<file path="src/rtl/uart_rx_buf_ctrl_if.sv">
// Bus between the UART receiver/consumer side and the receive buffer controller.
// Handshake: a character is offered for exactly the one cycle Rx_done_Tick=1; a pop happens on a cycle with rd_en=1 and empty=0.
interface uart_rx_buf_ctrl_if #(
    parameter int DBits  = 8,
    parameter int ADDR_W = 4
);
    logic              Rx_done_Tick;
    logic [DBits-1:0]  Rx_Dout;
    logic              rd_en;
    logic [DBits-1:0]  rd_data;
    logic              empty;
    logic              full;
    logic [ADDR_W:0]   count;
    logic [ADDR_W:0]   rx_thresh;
    logic              thresh_irq;
    logic              overflow;
    logic              overflow_clr;
    logic              timeout_irq;

    modport master (
        output Rx_done_Tick, Rx_Dout, rd_en, rx_thresh, overflow_clr,
        input  rd_data, empty, full, count, thresh_irq, overflow, timeout_irq
    );

    modport slave (
        input  Rx_done_Tick, Rx_Dout, rd_en, rx_thresh, overflow_clr,
        output rd_data, empty, full, count, thresh_irq, overflow, timeout_irq
    );
endinterface

</file>
<file path="src/rtl/uart_rx_buf_ctrl.sv">
// UART receive buffer: circular FWFT FIFO with sticky overflow, fill-level
// interrupt and a character-timeout interrupt timed in S_tick units.
module uart_rx_buf_ctrl #(
    parameter int DBits    = 8,
    parameter int ADDR_W   = 4,
    parameter int TO_TICKS = 640
) (
    input  logic                clk,
    input  logic                areset,
    input  logic                S_tick,
    uart_rx_buf_ctrl_if.slave   bus,
    output logic [1:0]          dbg_state
);
    localparam int DEPTH = 1 << ADDR_W;
    localparam int TW    = $clog2(TO_TICKS);

    typedef enum logic [1:0] {
        T_IDLE  = 2'd0,
        T_COUNT = 2'd1,
        T_FIRED = 2'd2
    } t_state_e;

    logic [DBits-1:0]  mem [DEPTH];
    logic [ADDR_W-1:0] wr_ptr, rd_ptr;
    logic [ADDR_W:0]   cnt, cnt_nxt;
    logic              empty_q, full_q, overflow_q;
    logic              wr_acc, rd_acc, drop, empty_nxt;
    t_state_e          state, state_nxt;
    logic [TW-1:0]     timer, timer_nxt;

    // A full FIFO still accepts a write when the same cycle pops a slot.
    assign rd_acc    = bus.rd_en && !empty_q;
    assign wr_acc    = bus.Rx_done_Tick && (!full_q || bus.rd_en);
    assign drop      = bus.Rx_done_Tick && !wr_acc;
    assign cnt_nxt   = cnt + (ADDR_W+1)'(wr_acc) - (ADDR_W+1)'(rd_acc);
    assign empty_nxt = (cnt_nxt == '0);

    always_ff @(posedge clk) begin
        if (wr_acc) mem[wr_ptr] <= bus.Rx_Dout;
    end

    always_ff @(posedge clk or negedge areset) begin
        if (!areset) begin
            wr_ptr     <= '0;
            rd_ptr     <= '0;
            cnt        <= '0;
            empty_q    <= 1'b1;
            full_q     <= 1'b0;
            overflow_q <= 1'b0;
        end else begin
            if (wr_acc) wr_ptr <= wr_ptr + 1'b1;
            if (rd_acc) rd_ptr <= rd_ptr + 1'b1;
            cnt     <= cnt_nxt;
            empty_q <= empty_nxt;
            full_q  <= (cnt_nxt == (ADDR_W+1)'(DEPTH));
            // A drop in the same cycle as a clear keeps the flag set.
            if (drop)                  overflow_q <= 1'b1;
            else if (bus.overflow_clr) overflow_q <= 1'b0;
        end
    end

    always_ff @(posedge clk or negedge areset) begin
        if (!areset) begin
            state <= T_IDLE;
            timer <= '0;
        end else begin
            state <= state_nxt;
            timer <= timer_nxt;
        end
    end

    // Priority inside a cycle: write, then read, then tick.
    always_comb begin
        state_nxt = state;
        timer_nxt = timer;
        unique case (state)
            T_IDLE: begin
                timer_nxt = '0;
                if (wr_acc) state_nxt = T_COUNT;
            end
            T_COUNT: begin
                if (bus.Rx_done_Tick) begin
                    timer_nxt = '0;
                end else if (empty_nxt) begin
                    state_nxt = T_IDLE;
                    timer_nxt = '0;
                end else if (S_tick) begin
                    if (timer == TW'(TO_TICKS - 1)) begin
                        state_nxt = T_FIRED;
                        timer_nxt = '0;
                    end else begin
                        timer_nxt = timer + 1'b1;
                    end
                end
            end
            T_FIRED: begin
                if (wr_acc) begin
                    state_nxt = T_COUNT;
                    timer_nxt = '0;
                end else if (rd_acc) begin
                    state_nxt = empty_nxt ? T_IDLE : T_COUNT;
                    timer_nxt = '0;
                end
            end
            default: begin
                state_nxt = T_IDLE;
                timer_nxt = '0;
            end
        endcase
    end

    assign bus.rd_data     = empty_q ? '0 : mem[rd_ptr];
    assign bus.empty       = empty_q;
    assign bus.full        = full_q;
    assign bus.count       = cnt;
    assign bus.overflow    = overflow_q;
    assign bus.thresh_irq  = (bus.rx_thresh != '0) && (cnt >= bus.rx_thresh);
    assign bus.timeout_irq = (state == T_FIRED);
    assign dbg_state       = state;
endmodule

</file>
<file path="src/flat_wrapper.sv">
// flat-port wrapper written by rule: the top's interface ports become plain ports
module uart_rx_buf_ctrl_flat 
#(
    parameter int DBits    = 8,
    parameter int ADDR_W   = 4,
    parameter int TO_TICKS = 640
)
  (clk, areset, S_tick, dbg_state, bus_Rx_done_Tick, bus_Rx_Dout, bus_rd_en, bus_rx_thresh, bus_overflow_clr, bus_rd_data, bus_empty, bus_full, bus_count, bus_thresh_irq, bus_overflow, bus_timeout_irq);
  uart_rx_buf_ctrl_if #(.DBits(DBits), .ADDR_W(ADDR_W)) bus_i ();
  input  logic clk;
  input  logic areset;
  input  logic S_tick;
  output logic [1:0] dbg_state;
  input wire logic [$bits(bus_i.Rx_done_Tick)-1:0] bus_Rx_done_Tick;
  input wire logic [$bits(bus_i.Rx_Dout)-1:0] bus_Rx_Dout;
  input wire logic [$bits(bus_i.rd_en)-1:0] bus_rd_en;
  input wire logic [$bits(bus_i.rx_thresh)-1:0] bus_rx_thresh;
  input wire logic [$bits(bus_i.overflow_clr)-1:0] bus_overflow_clr;
  output wire logic [$bits(bus_i.rd_data)-1:0] bus_rd_data;
  output wire logic [$bits(bus_i.empty)-1:0] bus_empty;
  output wire logic [$bits(bus_i.full)-1:0] bus_full;
  output wire logic [$bits(bus_i.count)-1:0] bus_count;
  output wire logic [$bits(bus_i.thresh_irq)-1:0] bus_thresh_irq;
  output wire logic [$bits(bus_i.overflow)-1:0] bus_overflow;
  output wire logic [$bits(bus_i.timeout_irq)-1:0] bus_timeout_irq;
  assign bus_i.Rx_done_Tick = bus_Rx_done_Tick;
  assign bus_i.Rx_Dout = bus_Rx_Dout;
  assign bus_i.rd_en = bus_rd_en;
  assign bus_i.rx_thresh = bus_rx_thresh;
  assign bus_i.overflow_clr = bus_overflow_clr;
  assign bus_rd_data = bus_i.rd_data;
  assign bus_empty = bus_i.empty;
  assign bus_full = bus_i.full;
  assign bus_count = bus_i.count;
  assign bus_thresh_irq = bus_i.thresh_irq;
  assign bus_overflow = bus_i.overflow;
  assign bus_timeout_irq = bus_i.timeout_irq;
  uart_rx_buf_ctrl #(.DBits(DBits), .ADDR_W(ADDR_W), .TO_TICKS(TO_TICKS)) u_core (.clk(clk), .areset(areset), .S_tick(S_tick), .bus(bus_i), .dbg_state(dbg_state));
endmodule
</file>
<file path="config.mk">
export PLATFORM = sky130hd
export DESIGN_NAME = uart_rx_buf_ctrl_flat
export DESIGN_NICKNAME = d
export VERILOG_FILES = /design/src/rtl/uart_rx_buf_ctrl_if.sv /design/src/rtl/uart_rx_buf_ctrl.sv /design/src/flat_wrapper.sv
export SDC_FILE = /design/constraint.sdc
export NUM_CORES = 1
export LEC_CHECK = 0
export BUFFER_PORTS_ARGS = -buffer_cell sky130_fd_sc_hd__buf_2
export CORE_ASPECT_RATIO = 2
export CORE_MARGIN = 2
export CORE_UTILIZATION = 30
export CTS_BUF_LIST = sky130_fd_sc_hd__clkbuf_16
export CTS_CLUSTER_DIAMETER = 150
export DETAILED_ROUTE_END_ITERATION = 7
export HOLD_SLACK_MARGIN = 0.03
export PLACE_DENSITY_LB_ADDON = 0.05
export SYNTH_ARGS = -nofsm -noshare
export SYNTH_HDL_FRONTEND = slang
export SYNTH_SLANG_ARGS = --single-unit
</file>
<file path="constraint.sdc">
create_clock -name clk -period 5.6 [get_ports clk]
set_input_delay 0.28 -clock clk [delete_from_list [all_inputs] [get_ports clk]]
set_output_delay 0.28 -clock clk [all_outputs]
set_load 0.01 [all_outputs]
</file>
==> flow_summary_export.csv, run 1 <==
group,metric,value,unit
synth,ys_async_sr_fraction,0.179,
synth,synth_sequential_area_ratio,0.667,
sta,finalClockSkew,0.00497,ns
run,maxcap_violations,0,
detailed_routing,drt-pass1-iter-count,6,
placed_design,hpwlAfterDp,11500,um
clocking,cts_setup_buffers,0,
synth,synthesis.area_per_instance,17.3,um^2
floorplanning,std_cell_rows,78,
detailed_routing,dr_total_vias,3577,
layout,antenna_cells_inserted,0,
sta,post-route-period-util,0.563,
pwr,worst_ir_drop_vdd,0.238,mV
detailed_routing,route.detailed.drc,0,
global_route,grt_pass1_wl,23800,um
worst_setup_path,cp_cell_sequence,"buf_4 > mux4_1 > mux4_2 > nor2b_1 > buf_2",
detailed_routing,drt-total-wl,15700,um
sta,rsz_0062_raised_after_global_routing,"false",
pwr,power.leakage,2.80,nW
layout,fraction_of_final_layout_cells_with_drive_strength_greater_than_1,0.219,
synth,dominantRegCellSynth,"sky130_fd_sc_hd__edfxtp_1",
worst_setup_path,critPathLaunch,"u_core.rd_ptr[0]$_DFFE_PN0P_",
layout,finalNetCount,475,
floorplanning,floorplan.die.height,217,um
placed_design,final_weighted_congestion_of_routability_driven_global_placement,0.755,
hold_path,holdCritStartpoint,"bus_Rx_done_Tick",
clocking,h_tree_levels,4,
pwr,p_per_area,508,mW/mm^2
layout,syn2layout_area_growth,15.9,%
global_route,antenna_found_initial,1,
worst_setup_path,reg2reg_from,"u_core.bus.empty$_DFF_PN1_",
global_route,number_of_global_route_vias_before_repair,3935,
detailed_routing,detail-route-antenna-nets,0,
sta,worst_margin_slew,1.01,ns
floorplanning,initial_core_utilization,0.302,
clocking,cts_tree,"yes",
clocking,clock-root-buffer,"sky130_fd_sc_hd__clkbuf_16",
sta,final-max-slew-violation-count,0,
clocking,cts_buffers,17,
worst_setup_path,worst-path-buf-inv,2,
worst_setup_path,crit_path_end_kind,"output port",
floorplanning,placeableCoreArea,0.0225,mm^2
synth,synth-edff-count,128,
floorplanning,die_area,0.0240,mm^2
synth,yosys.cell_types.count,53,
worst_setup_path,cp_slowest_cell,"sky130_fd_sc_hd__mux4_1",
sta,totalNegativeSetupSlack,0,ns
detailed_routing,wl_per_cell,21.5,um
worst_setup_path,cp_data_required_time,5.32,ns
worst_setup_path,critPathTopFamily,"multiplexers",
global_route,grt-ovfl-total,0,
sta,max_clock_freq,317,MHz
clocking,clock_transition_at_the_registers_of_the_reported_paths,0.06,ns
hold_path,min-delay-path-class,"primary input to flip-flop",
detailed_routing,post_drt_via_cell_ratio,4.89,
synth,synthesis.instances,395,
worst_setup_path,critPathKind,"flip-flop to output port",
synth,post_synthesis_sequential_element_count,156,
synth,synth-warning-count,0,
layout,layout.cells.most_common_list,"sky130_fd_sc_hd__edfxtp_1, sky130_fd_sc_hd__buf_2, sky130_fd_sc_hd__dfrtp_1",
synth,postSynthNetCount,431,
sta,setup-violations-final,0,
sta,timing.max_slew.rel_slack,0.325,
clocking,cts-resized-gates,0,
global_route,globalRouteTotalUtil,0.138,
synth,syn-cell-area,0.00682,mm^2
clocking,cts-hold-fix-buffers,2,
sta,layout_min_cycle_time,3.15,ns
detailed_routing,initialDrtViolationCount,226,
run_status,status,"complete, no violations",
worst_setup_path,critPathLaunchType,"flip-flop",
clocking,clkLatencyLatePin,0.43,ns
placed_design,port-buffer-count,38,
clocking,clock_tree.buffer_depth,2,
worst_setup_path,cp_max_fo,35,
layout,layout_commonest_cell,"sky130_fd_sc_hd__edfxtp_1",
global_route,maximum_number_of_pins_on_one_net_before_global_route_repair,36,
worst_setup_path,crit_arrival,2.87,ns
floorplanning,die_width,111,um
worst_setup_path,critPathMaxStageDelay,0.69,ns
floorplanning,num_io_pins,39,
clocking,number_of_clock_sinks,156,
sta,hold_viol_final,0,
pwr,fin_total_pwr,0.00401,W
logic make-up after synthesis:
family	after synthesis	synth area share
xor+xnor	9	0.0116
compound gates	44	0.0450
mux	41	0.145
fa+ha+maj	17	0.0323
buf+inv	41	0.0329
simple gates	87	0.0659
flops	156	0.667
metal layers:
metal / wire, um / track usage / up-vias
met5: 0 / 0 / -
met4: 423 / 0.0604 / 0
met3: 425 / 0.0345 / 21
met2: 9400 / 0.276 / 67
met1: 5450 / 0.129 / 1831
li1: - / - / 1658
flip-flops by register name, summed over array words and instances (netlist names):
name,cells
u_core.mem,128
u_core.timer,10
u_core.bus.count,5
u_core.rd_ptr,4
u_core.wr_ptr,4
u_core.dbg_state,2
u_core.bus.empty,1
u_core.bus.full,1
u_core.bus.overflow,1
tightest hold or removal path, cell delays in order:
cell and delay, ns:
sky130_fd_sc_hd__buf_2 0.11, sky130_fd_sc_hd__inv_1 0.08, sky130_fd_sc_hd__o22ai_1 0.10
Yosys cell counts, types with 3 or more instances:
library cell | number | area share
sky130_fd_sc_hd__o21ai_0 | 5 | 0.0037
sky130_fd_sc_hd__nand2b_1 | 5 | 0.0046
sky130_fd_sc_hd__nor2_1 | 20 | 0.011
sky130_fd_sc_hd__xor2_1 | 3 | 0.0039
sky130_fd_sc_hd__clkbuf_1 | 6 | 0.0033
sky130_fd_sc_hd__mux4_2 | 19 | 0.063
sky130_fd_sc_hd__o22ai_1 | 7 | 0.0064
sky130_fd_sc_hd__nand2_1 | 17 | 0.0094
sky130_fd_sc_hd__nor3_1 | 8 | 0.0059
sky130_fd_sc_hd__nor2b_1 | 11 | 0.010
sky130_fd_sc_hd__mux4_1 | 21 | 0.081
sky130_fd_sc_hd__ha_1 | 16 | 0.029
sky130_fd_sc_hd__nand3_1 | 5 | 0.0037
sky130_fd_sc_hd__buf_2 | 3 | 0.0022
sky130_fd_sc_hd__inv_1 | 23 | 0.013
sky130_fd_sc_hd__o21a_1 | 3 | 0.0033
sky130_fd_sc_hd__nand4_1 | 5 | 0.0046
sky130_fd_sc_hd__and3_1 | 6 | 0.0055
sky130_fd_sc_hd__xnor2_1 | 6 | 0.0077
sky130_fd_sc_hd__dfrtp_1 | 27 | 0.099
sky130_fd_sc_hd__a31oi_1 | 5 | 0.0046
sky130_fd_sc_hd__a21oi_1 | 9 | 0.0066
sky130_fd_sc_hd__edfxtp_1 | 128 | 0.56
cell type report:
type	count	area, um^2
Multi-Input combinational cell	198	2070
Clock buffer	17	425
Clock inverter	15	198
Sequential cell	156	4550
Inverter	24	90.1
Fill cell	2143	14600
Tap cell	280	350
Timing Repair Buffer	42	225
metrics by stage:
step                setup WS [ns]  hold WS, ns  instances   util  instance area [um^2]
floorplan                    2.69      -0.0156        395      -                  6820
global placement             2.51        0.377        698  0.322                  7260
detailed placement           2.49        0.371        698  0.322                  7260
CTS                          2.36        0.175        732  0.350                  7900
global route                 2.27        0.178        732  0.350                  7900
finish                       2.45        0.194        732  0.350                  7900
report_power, final:
| group | switching [W] | leakage [nW] | internal (W) |
|---|---|---|---|
| clock | 0.000470 | 0.298 | 0.000745 |
| combinational | 0.000681 | 0.991 | 0.000567 |
| sequential | 0.000127 | 1.51 | 0.00143 |
| total | 0.00128 | 2.80 | 0.00274 |
worst paths after layout:
path,endpoint,slack (ns),depth (start not counted)
setup / recovery,bus_rd_data[7],2.45,5
hold / removal,u_core.bus.overflow$_DFFE_PN0P_,0.19,3
min in group asynchronous,u_core.bus.count[3]$_DFF_PN0_,0.43,2
hold reg to reg,u_core.bus.overflow$_DFFE_PN0P_,0.53,2
setup reg to reg,u_core.timer[7]$_DFFE_PN0P_,2.52,10
max in group asynchronous,u_core.rd_ptr[0]$_DFFE_PN0P_,4.69,2
(Power assumes the default switching activity.)
==> run 2: changes to the inputs <==
--- a/config.mk
+++ b/config.mk
@@ -5,6 +5,7 @@
 export SDC_FILE = /design/constraint.sdc
 export NUM_CORES = 1
 export LEC_CHECK = 0
+export ABC_AREA = 1
 export BUFFER_PORTS_ARGS = -buffer_cell sky130_fd_sc_hd__buf_2
 export CORE_ASPECT_RATIO = 2
 export CORE_MARGIN = 2
==> constraint.sdc (replaced) <==
create_clock -name clk -period 2.6 [get_ports clk]
set_input_delay 0.13 -clock clk [delete_from_list [all_inputs] [get_ports clk]]
set_output_delay 0.13 -clock clk [all_outputs]
set_load 0.01 [all_outputs]
==> run 2 against run 1 <==
Compared with the run above: die area grew 1.9%; register-to-register slack got worse by 2.5 ns; first-iteration DRC count is 47% higher; non-clock buffer count is 40 higher; worst setup slack lost 2.4 ns; combinational power rose to 3.1 times the previous value; sequential power increased by 110%; clock skew increased by 0.0028 ns; sequential cell count is the same; via count rose by 33%; clock power up 120%; highest routed layer unchanged.
==> flow_summary_export.csv, run 2 <==
group,metric,value,unit
placed_design,hpwlAfterDp,12700,um
synth,netlist_top_cells_area,"sky130_fd_sc_hd__edfxtp_1, sky130_fd_sc_hd__dfrtp_1, sky130_fd_sc_hd__nor2_1, sky130_fd_sc_hd__o21ai_0, sky130_fd_sc_hd__ha_1",
clocking,clock-root-buffer,"sky130_fd_sc_hd__clkbuf_16",
hold_path,hold_path_depth,1,
clocking,clock_transition_at_the_registers_of_the_reported_paths,0.06,ns
pwr,worst_ir_drop_vdd,0.682,mV
sta,worst_margin_slew,0.733,ns
synth,syn-cell-area,0.00695,mm^2
synth,most_common_cell_in_the_synthesized_netlist,"sky130_fd_sc_hd__edfxtp_1",
worst_setup_path,critPathKind,"flip-flop to flip-flop",
worst_setup_path,reg2reg_to,"u_core.timer[3]$_DFFE_PN0P_",
detailed_routing,detail-route-antenna-nets,0,
worst_setup_path,regToRegSetupSlack,0.009,ns
layout,antenna_cells_inserted,0,
sta,max_clock_freq,386,MHz
placed_design,port-buffer-count,38,
floorplanning,initial_core_utilization,0.306,
sta,rsz_0062_raised_after_global_routing,"true",
layout,seqCellArea,0.00455,mm^2
detailed_routing,dr_total_vias,4757,
placed_design,final_weighted_congestion_of_routability_driven_global_placement,0.759,
synth,synth_sequential_area_ratio,0.654,
synth,post_synthesis_sequential_element_count,156,
synth,ys_async_sr_fraction,0.179,
synth,yosys.area_share.adder,0.0317,
run_status,status,"complete, no violations",
worst_setup_path,crit_arrival,2.91,ns
clocking,cts_buffers,17,
pwr,power.leakage,3.23,nW
synth,synthesis.area_per_instance,11.6,um^2
synth,synth-xor-area-share,0.0139,
layout,largest_register_ff_count,128,
synth,dominantRegCellSynth,"sky130_fd_sc_hd__edfxtp_1",
sta,timing.max_slew.rel_slack,0.512,
worst_setup_path,cp_data_required_time,2.92,ns
worst_setup_path,cp_slowest_cell,"sky130_fd_sc_hd__dfstp_2",
detailed_routing,met3WireLength,663,um
detailed_routing,route.detailed.drc,0,
global_route,maximum_number_of_pins_on_one_net_before_global_route_repair,35,
layout,final_cell_count_no_fill,965,
synth,fraction_of_the_mapped_netlist_area_in_compound_gates,0.123,
layout,finish.instance_area,0.00849,mm^2
pwr,p_per_area,1170,mW/mm^2
worst_setup_path,worstRegToRegCells,13,
placed_design,placed_cells_incl_taps,923,
synth,yosys.cell_types.count,34,
sta,layout_min_cycle_time,2.59,ns
floorplanning,die_area,0.0245,mm^2
hold_path,holdCritStartpoint,"bus_Rx_Dout[2]",
synth,synth-edff-count,128,
run,maxcap_violations,0,
hold_path,holdPathEnd,"u_core.mem[4][2]$_DFFE_PP_",
layout,fraction_of_final_layout_cells_with_drive_strength_greater_than_1,0.229,
worst_setup_path,critPathTopFamily,"adder cells",
detailed_routing,drt-pass1-iter-count,4,
placed_design,dpl-instance-area,0.00764,mm^2
worst_setup_path,critPathLaunchType,"flip-flop",
layout,layout.cells.most_common_list,"sky130_fd_sc_hd__edfxtp_1, sky130_fd_sc_hd__nor2_1, sky130_fd_sc_hd__o21ai_0",
synth,synth-warning-count,0,
sta,setup-violations-final,0,
global_route,globalRouteTotalUtil,0.162,
detailed_routing,drt-total-wl,19300,um
layout,most_flops_register,"u_core.mem",
layout,finalNetCount,708,
pwr,fin_total_pwr,0.00996,W
detailed_routing,wirelength_met1,7320,um
hold_path,min-delay-path-class,"primary input to flip-flop",
synth,synthesis.instances,600,
floorplanning,floorplan.die.height,219,um
sta,finalClockSkew,0.00780,ns
layout,finish.utilization,0.373,
clocking,clkLatencyLatePin,0.43,ns
floorplanning,num_io_pins,39,
worst_setup_path,critPathMaxStageDelay,0.55,ns
floorplanning,placeableCoreArea,0.0227,mm^2
sta,hold_viol_final,0,
sta,post-route-period-util,0.996,
synth,dominant_combinational_cell_family_by_area_after_synthesis,"simple AND/OR/NAND/NOR gates",
global_route,number_of_global_route_vias_before_repair,4849,
layout,nFillCells,2265,
worst_setup_path,cp_cell_sequence,"nor2_4 > ha_4 > inv_2 > ha_4 > fa_1 > or2_1 > nor2_4 > nand3_4 > nand3_2 > nand2_4 > clkbuf_16 > nand2_2 > o21ai_2",
global_route,grt_pass1_wl,29100,um
layout,multiInputGateArea,0.00219,mm^2
worst_setup_path,crit_path_end_kind,"flip-flop",
floorplanning,std_cell_rows,78,
detailed_routing,initialDrtViolationCount,332,
global_route,grt-ovfl-total,0,
layout,layout_commonest_cell,"sky130_fd_sc_hd__edfxtp_1",
sta,layout_setup_ws,0.00921,ns
placed_design,place_worst_setup_slack,-0.0107,ns
worst_setup_path,reg2reg_from,"u_core.bus.empty$_DFF_PN1_",
global_route,antenna_found_initial,0,
sta,final-max-slew-violation-count,0,
clocking,number_of_clock_sinks,156,
synth,post_synth_and_or_nand_nor_area_fraction,0.134,
worst_setup_path,worst-path-buf-inv,2,
synth,synthTopCellsByCount,"sky130_fd_sc_hd__edfxtp_1, sky130_fd_sc_hd__nor2_1, sky130_fd_sc_hd__o21ai_0",
synth,postSynthNetCount,636,
layout,syn2layout_area_growth,22.1,%
worst_setup_path,cp_max_fo,5,
floorplanning,die_width,112,um
detailed_routing,wl_per_cell,20.0,um
synth,post-synth-top-area-cell,"sky130_fd_sc_hd__edfxtp_1",
clocking,cts_tree,"yes",
detailed_routing,dr_wl_met2,11000,um
synth,area_share_of_the_largest_cell_type_after_synthesis,0.553,
clocking,h_tree_levels,4,
detailed_routing,post_drt_via_cell_ratio,4.93,
clocking,clock_tree.buffer_depth,2,
detailed_routing,top_signal_layer_used,"met4",
synth,synthMuxAreaShare,0,
## run 2: layout make-up
class                           instances  share of cell area
Clock buffer                           17              0.0501
Clock inverter                         15              0.0259
Inverter                               43              0.0190
Multi-Input combinational cell        372               0.258
Sequential cell                       156               0.536
Tap cell                              280              0.0413
Timing Repair Buffer                   82              0.0700
## run 2: stage by stage
| step | hold slack [ns] | TNS, ns |
|---|---|---|
| after floorplan | -0.166 | -0.00211 |
| after global placement | 0.230 | 0 |
| after detailed placement | 0.227 | -0.0107 |
| after CTS | 0.101 | 0 |
| after global routing | 0.113 | -0.746 |
| final | 0.118 | 0 |
## run 2: kinds of logic (layout without fill, tap and decap cells)
logic type,Yosys count,in the layout
and+or+nand+nor,206,206
buffers and inverters,72,157
adders and majority gates,17,17
DFF,156,156
AOI/OAI and AO/OA,138,138
xor gates and xnor gates,11,11
## run 2: per-layer routing
| layer | track usage | vias up |
|---|---|---|
| li1 | - | 2295 |
| met1 | 0.178 | 2348 |
| met2 | 0.310 | 97 |
| met3 | 0.0353 | 17 |
| met4 | 0.0481 | 0 |
| met5 | 0 | - |
## run 2: power breakdown
part / leakage, nW / total [W] / internal [W] / switching (W)
logic: 1.40 / 0.00393 / 0.00135 / 0.00257
registers: 1.51 / 0.00332 / 0.00307 / 0.000246
clock network: 0.315 / 0.00271 / 0.00170 / 0.00101
total: 3.23 / 0.00996 / 0.00613 / 0.00383
## run 2: how the worst max path moves through the flow
stage	from	endpoint	slack, ns	depth (start not counted)
floorplan	u_core.bus.empty$_DFF_PN1_	u_core.timer[9]$_DFFE_PN0P_	-0.002	14
global placement	u_core.bus.empty$_DFF_PN1_	u_core.timer[8]$_DFFE_PN0P_	0.01	12
detailed placement	u_core.bus.empty$_DFF_PN1_	u_core.timer[8]$_DFFE_PN0P_	-0.01	12
CTS	u_core.bus.empty$_DFF_PN1_	u_core.timer[8]$_DFFE_PN0P_	0.004	12
global route	u_core.bus.empty$_DFF_PN1_	u_core.dbg_state[0]$_DFFE_PN0P_	-0.09	12
finish	u_core.bus.empty$_DFF_PN1_	u_core.timer[3]$_DFFE_PN0P_	0.009	13
## run 2: repair_timing
action,4_1_cts,5_1_grt
setup buffers,1,2
setup endpoints to repair,2,12
endpoints found under the hold margin,29,0
hold buffers,4,0
resized for setup,4,17
pin swaps,2,6
gates cloned,0,3
==> run 3: changes to the inputs <==
--- a/config.mk
+++ b/config.mk
@@ -10,11 +10,12 @@
 export CORE_ASPECT_RATIO = 2
 export CORE_MARGIN = 2
 export CORE_UTILIZATION = 30
-export CTS_BUF_LIST = sky130_fd_sc_hd__clkbuf_16
+export CTS_BUF_LIST = sky130_fd_sc_hd__clkbuf_4 sky130_fd_sc_hd__clkbuf_8
 export CTS_CLUSTER_DIAMETER = 150
 export DETAILED_ROUTE_END_ITERATION = 7
 export HOLD_SLACK_MARGIN = 0.03
 export PLACE_DENSITY_LB_ADDON = 0.05
+export RECOVER_POWER = 100
 export SYNTH_ARGS = -nofsm -noshare
 export SYNTH_HDL_FRONTEND = slang
 export SYNTH_SLANG_ARGS = --single-unit
==> run 3 against run 2 <==
Compared with the run above: the flow now finishes with violations (capacitance limit, slew limit); critical path depth unchanged; combinational power barely moved; cell count unchanged; register-to-register slack is essentially flat; design area is 2.4% lower; largest cell class unchanged; via count shrank 0.38%; utilization is 0.90 points lower; highest routed layer unchanged; sequential power is essentially flat.
==> flow_summary_export.csv, run 3 (same netlist as run 2, synthesis figures left out) <==
group,metric,value,unit
run_status,status,"complete, but fails checks",
run_status,violations,"capacitance limit, slew limit",
hold_path,min-delay-path-class,"primary input to flip-flop",
sta,post-route-period-util,0.994,
placed_design,hpwlAfterDp,12700,um
pwr,p_per_area,1120,mW/mm^2
floorplanning,die_area,0.0245,mm^2
placed_design,port-buffer-count,38,
global_route,antenna_found_initial,0,
layout,syn2layout_area_growth,19.2,%
worst_setup_path,critPathKind,"flip-flop to flip-flop",
worst_setup_path,cp_data_required_time,2.95,ns
hold_path,holdCritStartpoint,"bus_Rx_done_Tick",
clocking,cts_buffers,17,
worst_setup_path,crit_path_end_kind,"flip-flop",
hold_path,hold_path_depth,5,
floorplanning,num_io_pins,39,
sta,timing.max_slew.rel_slack,-0.158,
global_route,number_of_global_route_vias_before_repair,4828,
worst_setup_path,regToRegSetupSlack,0.02,ns
detailed_routing,route.detailed.drc,0,
clocking,h_tree_levels,4,
layout,layout.cells.most_common_list,"sky130_fd_sc_hd__edfxtp_1, sky130_fd_sc_hd__nor2_1, sky130_fd_sc_hd__o21ai_0",
clocking,clkLatencyLatePin,0.47,ns
clocking,clock_tree.buffer_depth,2,
detailed_routing,detail-route-antenna-nets,0,
worst_setup_path,reg2reg_from,"u_core.bus.empty$_DFF_PN1_",
clocking,clock-root-buffer,"sky130_fd_sc_hd__clkbuf_8",
sta,worst_margin_slew,1.74,ns
hold_path,holdPathEnd,"u_core.timer[6]$_DFFE_PN0P_",
global_route,globalRouteTotalUtil,0.161,
global_route,grt-ovfl-total,0,
floorplanning,placeableCoreArea,0.0227,mm^2
clocking,clock_transition_at_the_registers_of_the_reported_paths,0.08,ns
worst_setup_path,cp_max_fo,5,
detailed_routing,initialDrtViolationCount,246,
detailed_routing,drt-pass1-iter-count,4,
run,maxcap_violations,1,
global_route,grt_pass1_wl,28900,um
clocking,cts_tree,"yes",
layout,fraction_of_final_layout_cells_with_drive_strength_greater_than_1,0.200,
pwr,worst_ir_drop_vdd,0.680,mV
detailed_routing,wl_per_cell,19.9,um
detailed_routing,drt-total-wl,19200,um
sta,layout_min_cycle_time,2.58,ns
detailed_routing,post_drt_via_cell_ratio,4.91,
placed_design,final_weighted_congestion_of_routability_driven_global_placement,0.759,
worst_setup_path,worstRegToRegCells,13,
sta,hold_viol_final,0,
worst_setup_path,reg2reg_to,"u_core.timer[9]$_DFFE_PN0P_",
pwr,power.leakage,3.08,nW
layout,largest_register_ff_count,128,
floorplanning,die_width,112,um
floorplanning,floorplan.die.height,219,um
pwr,fin_total_pwr,0.00930,W
sta,finalClockSkew,0.00970,ns
layout,antenna_cells_inserted,0,
sta,layout_setup_ws,0.0157,ns
worst_setup_path,critPathLaunchType,"flip-flop",
global_route,maximum_number_of_pins_on_one_net_before_global_route_repair,35,
floorplanning,std_cell_rows,78,
sta,final-max-slew-violation-count,29,
sta,rsz_0062_raised_after_global_routing,"true",
layout,most_flops_register,"u_core.mem",
clocking,number_of_clock_sinks,156,
sta,setup-violations-final,0,
floorplanning,initial_core_utilization,0.306,
placed_design,place_worst_setup_slack,-0.0107,ns
sta,max_clock_freq,387,MHz
layout,layout_commonest_cell,"sky130_fd_sc_hd__edfxtp_1",
layout,finalNetCount,708,
detailed_routing,dr_total_vias,4739,
worst_setup_path,crit_arrival,2.94,ns
[run 3: changes by cell type in the layout (fill, tap and decap cells not counted)]
cell	before	now
sky130_fd_sc_hd__buf_2	38	19
sky130_fd_sc_hd__buf_6	1	5
sky130_fd_sc_hd__buf_4	35	30
sky130_fd_sc_hd__clkbuf_1	0	20
sky130_fd_sc_hd__clkbuf_16	19	2
sky130_fd_sc_hd__clkbuf_8	0	17
[run 3: layer usage]
layer / vias to the layer above / wire, um / track usage
met5: - / 0 / 0
met4: 0 / 269 / 0.0457
met3: 15 / 639 / 0.0353
met2: 97 / 10900 / 0.311
met1: 2336 / 7310 / 0.174
li1: 2291 / - / -
[run 3: final cells by class]
class | count | area, um^2
Sequential cell | 156 | 4550
Fill cell | 2272 | 14500
Multi-Input combinational cell | 372 | 2190
Timing Repair Buffer | 82 | 582
Tap cell | 280 | 350
Clock buffer | 17 | 234
Clock inverter | 15 | 220
Inverter | 43 | 161
[run 3: report_power, final]
part	internal, W	switching, W	leakage, nW	total, W
combinational	0.00135	0.00256	1.34	0.00392
sequential	0.00307	0.000248	1.51	0.00332
clock	0.00114	0.000923	0.227	0.00206
total	0.00556	0.00373	3.08	0.00930
[run 3: how the worst max path moves through the flow]
stage / end / from / cells after the start / slack (ns)
floorplan: u_core.timer[9]$_DFFE_PN0P_ / u_core.bus.empty$_DFF_PN1_ / 14 / -0.002
global placement: u_core.timer[8]$_DFFE_PN0P_ / u_core.bus.empty$_DFF_PN1_ / 12 / 0.01
detailed placement: u_core.timer[8]$_DFFE_PN0P_ / u_core.bus.empty$_DFF_PN1_ / 12 / -0.01
CTS: u_core.timer[8]$_DFFE_PN0P_ / u_core.bus.empty$_DFF_PN1_ / 12 / -0.00004
global route: u_core.dbg_state[0]$_DFFE_PN0P_ / u_core.bus.empty$_DFF_PN1_ / 12 / -0.09
finish: u_core.timer[9]$_DFFE_PN0P_ / u_core.bus.empty$_DFF_PN1_ / 13 / 0.02
[run 3: worst max-delay path, cell delays in order (launching register included)]
cell and delay [ns]:
sky130_fd_sc_hd__dfstp_2 0.56, sky130_fd_sc_hd__nor2_4 0.05, sky130_fd_sc_hd__ha_4 0.26, sky130_fd_sc_hd__inv_2 0.04, sky130_fd_sc_hd__ha_4 0.15, sky130_fd_sc_hd__fa_1 0.44, sky130_fd_sc_hd__or2_1 0.26, sky130_fd_sc_hd__nor2_4 0.15
sky130_fd_sc_hd__nand3_4 0.11, sky130_fd_sc_hd__nand3_2 0.09, sky130_fd_sc_hd__nand2_4 0.09, sky130_fd_sc_hd__clkbuf_16 0.18, sky130_fd_sc_hd__nand2_2 0.06, sky130_fd_sc_hd__o21ai_2 0.04
[run 3: what timing repair did]
item	4_1_cts	5_1_grt
buffers inserted	1	2
pin swaps	3	6
endpoints found under the hold margin	29	0
resized for setup	4	21
cloned	0	3
endpoints found under the setup margin	2	16
hold buffers	4	0
[run 3: through the flow]
step	util	TNS, ns	cells	area [um^2]	hold WS, ns
after CTS	0.359	-0.0000440	960	8160	0.0468
after floorplan	-	-0.00211	600	6960	-0.166
after detailed placement	0.336	-0.0107	923	7640	0.227
after global placement	0.336	0	923	7640	0.230
final	0.364	0	965	8290	0.177
after global routing	0.364	-0.757	965	8290	0.164
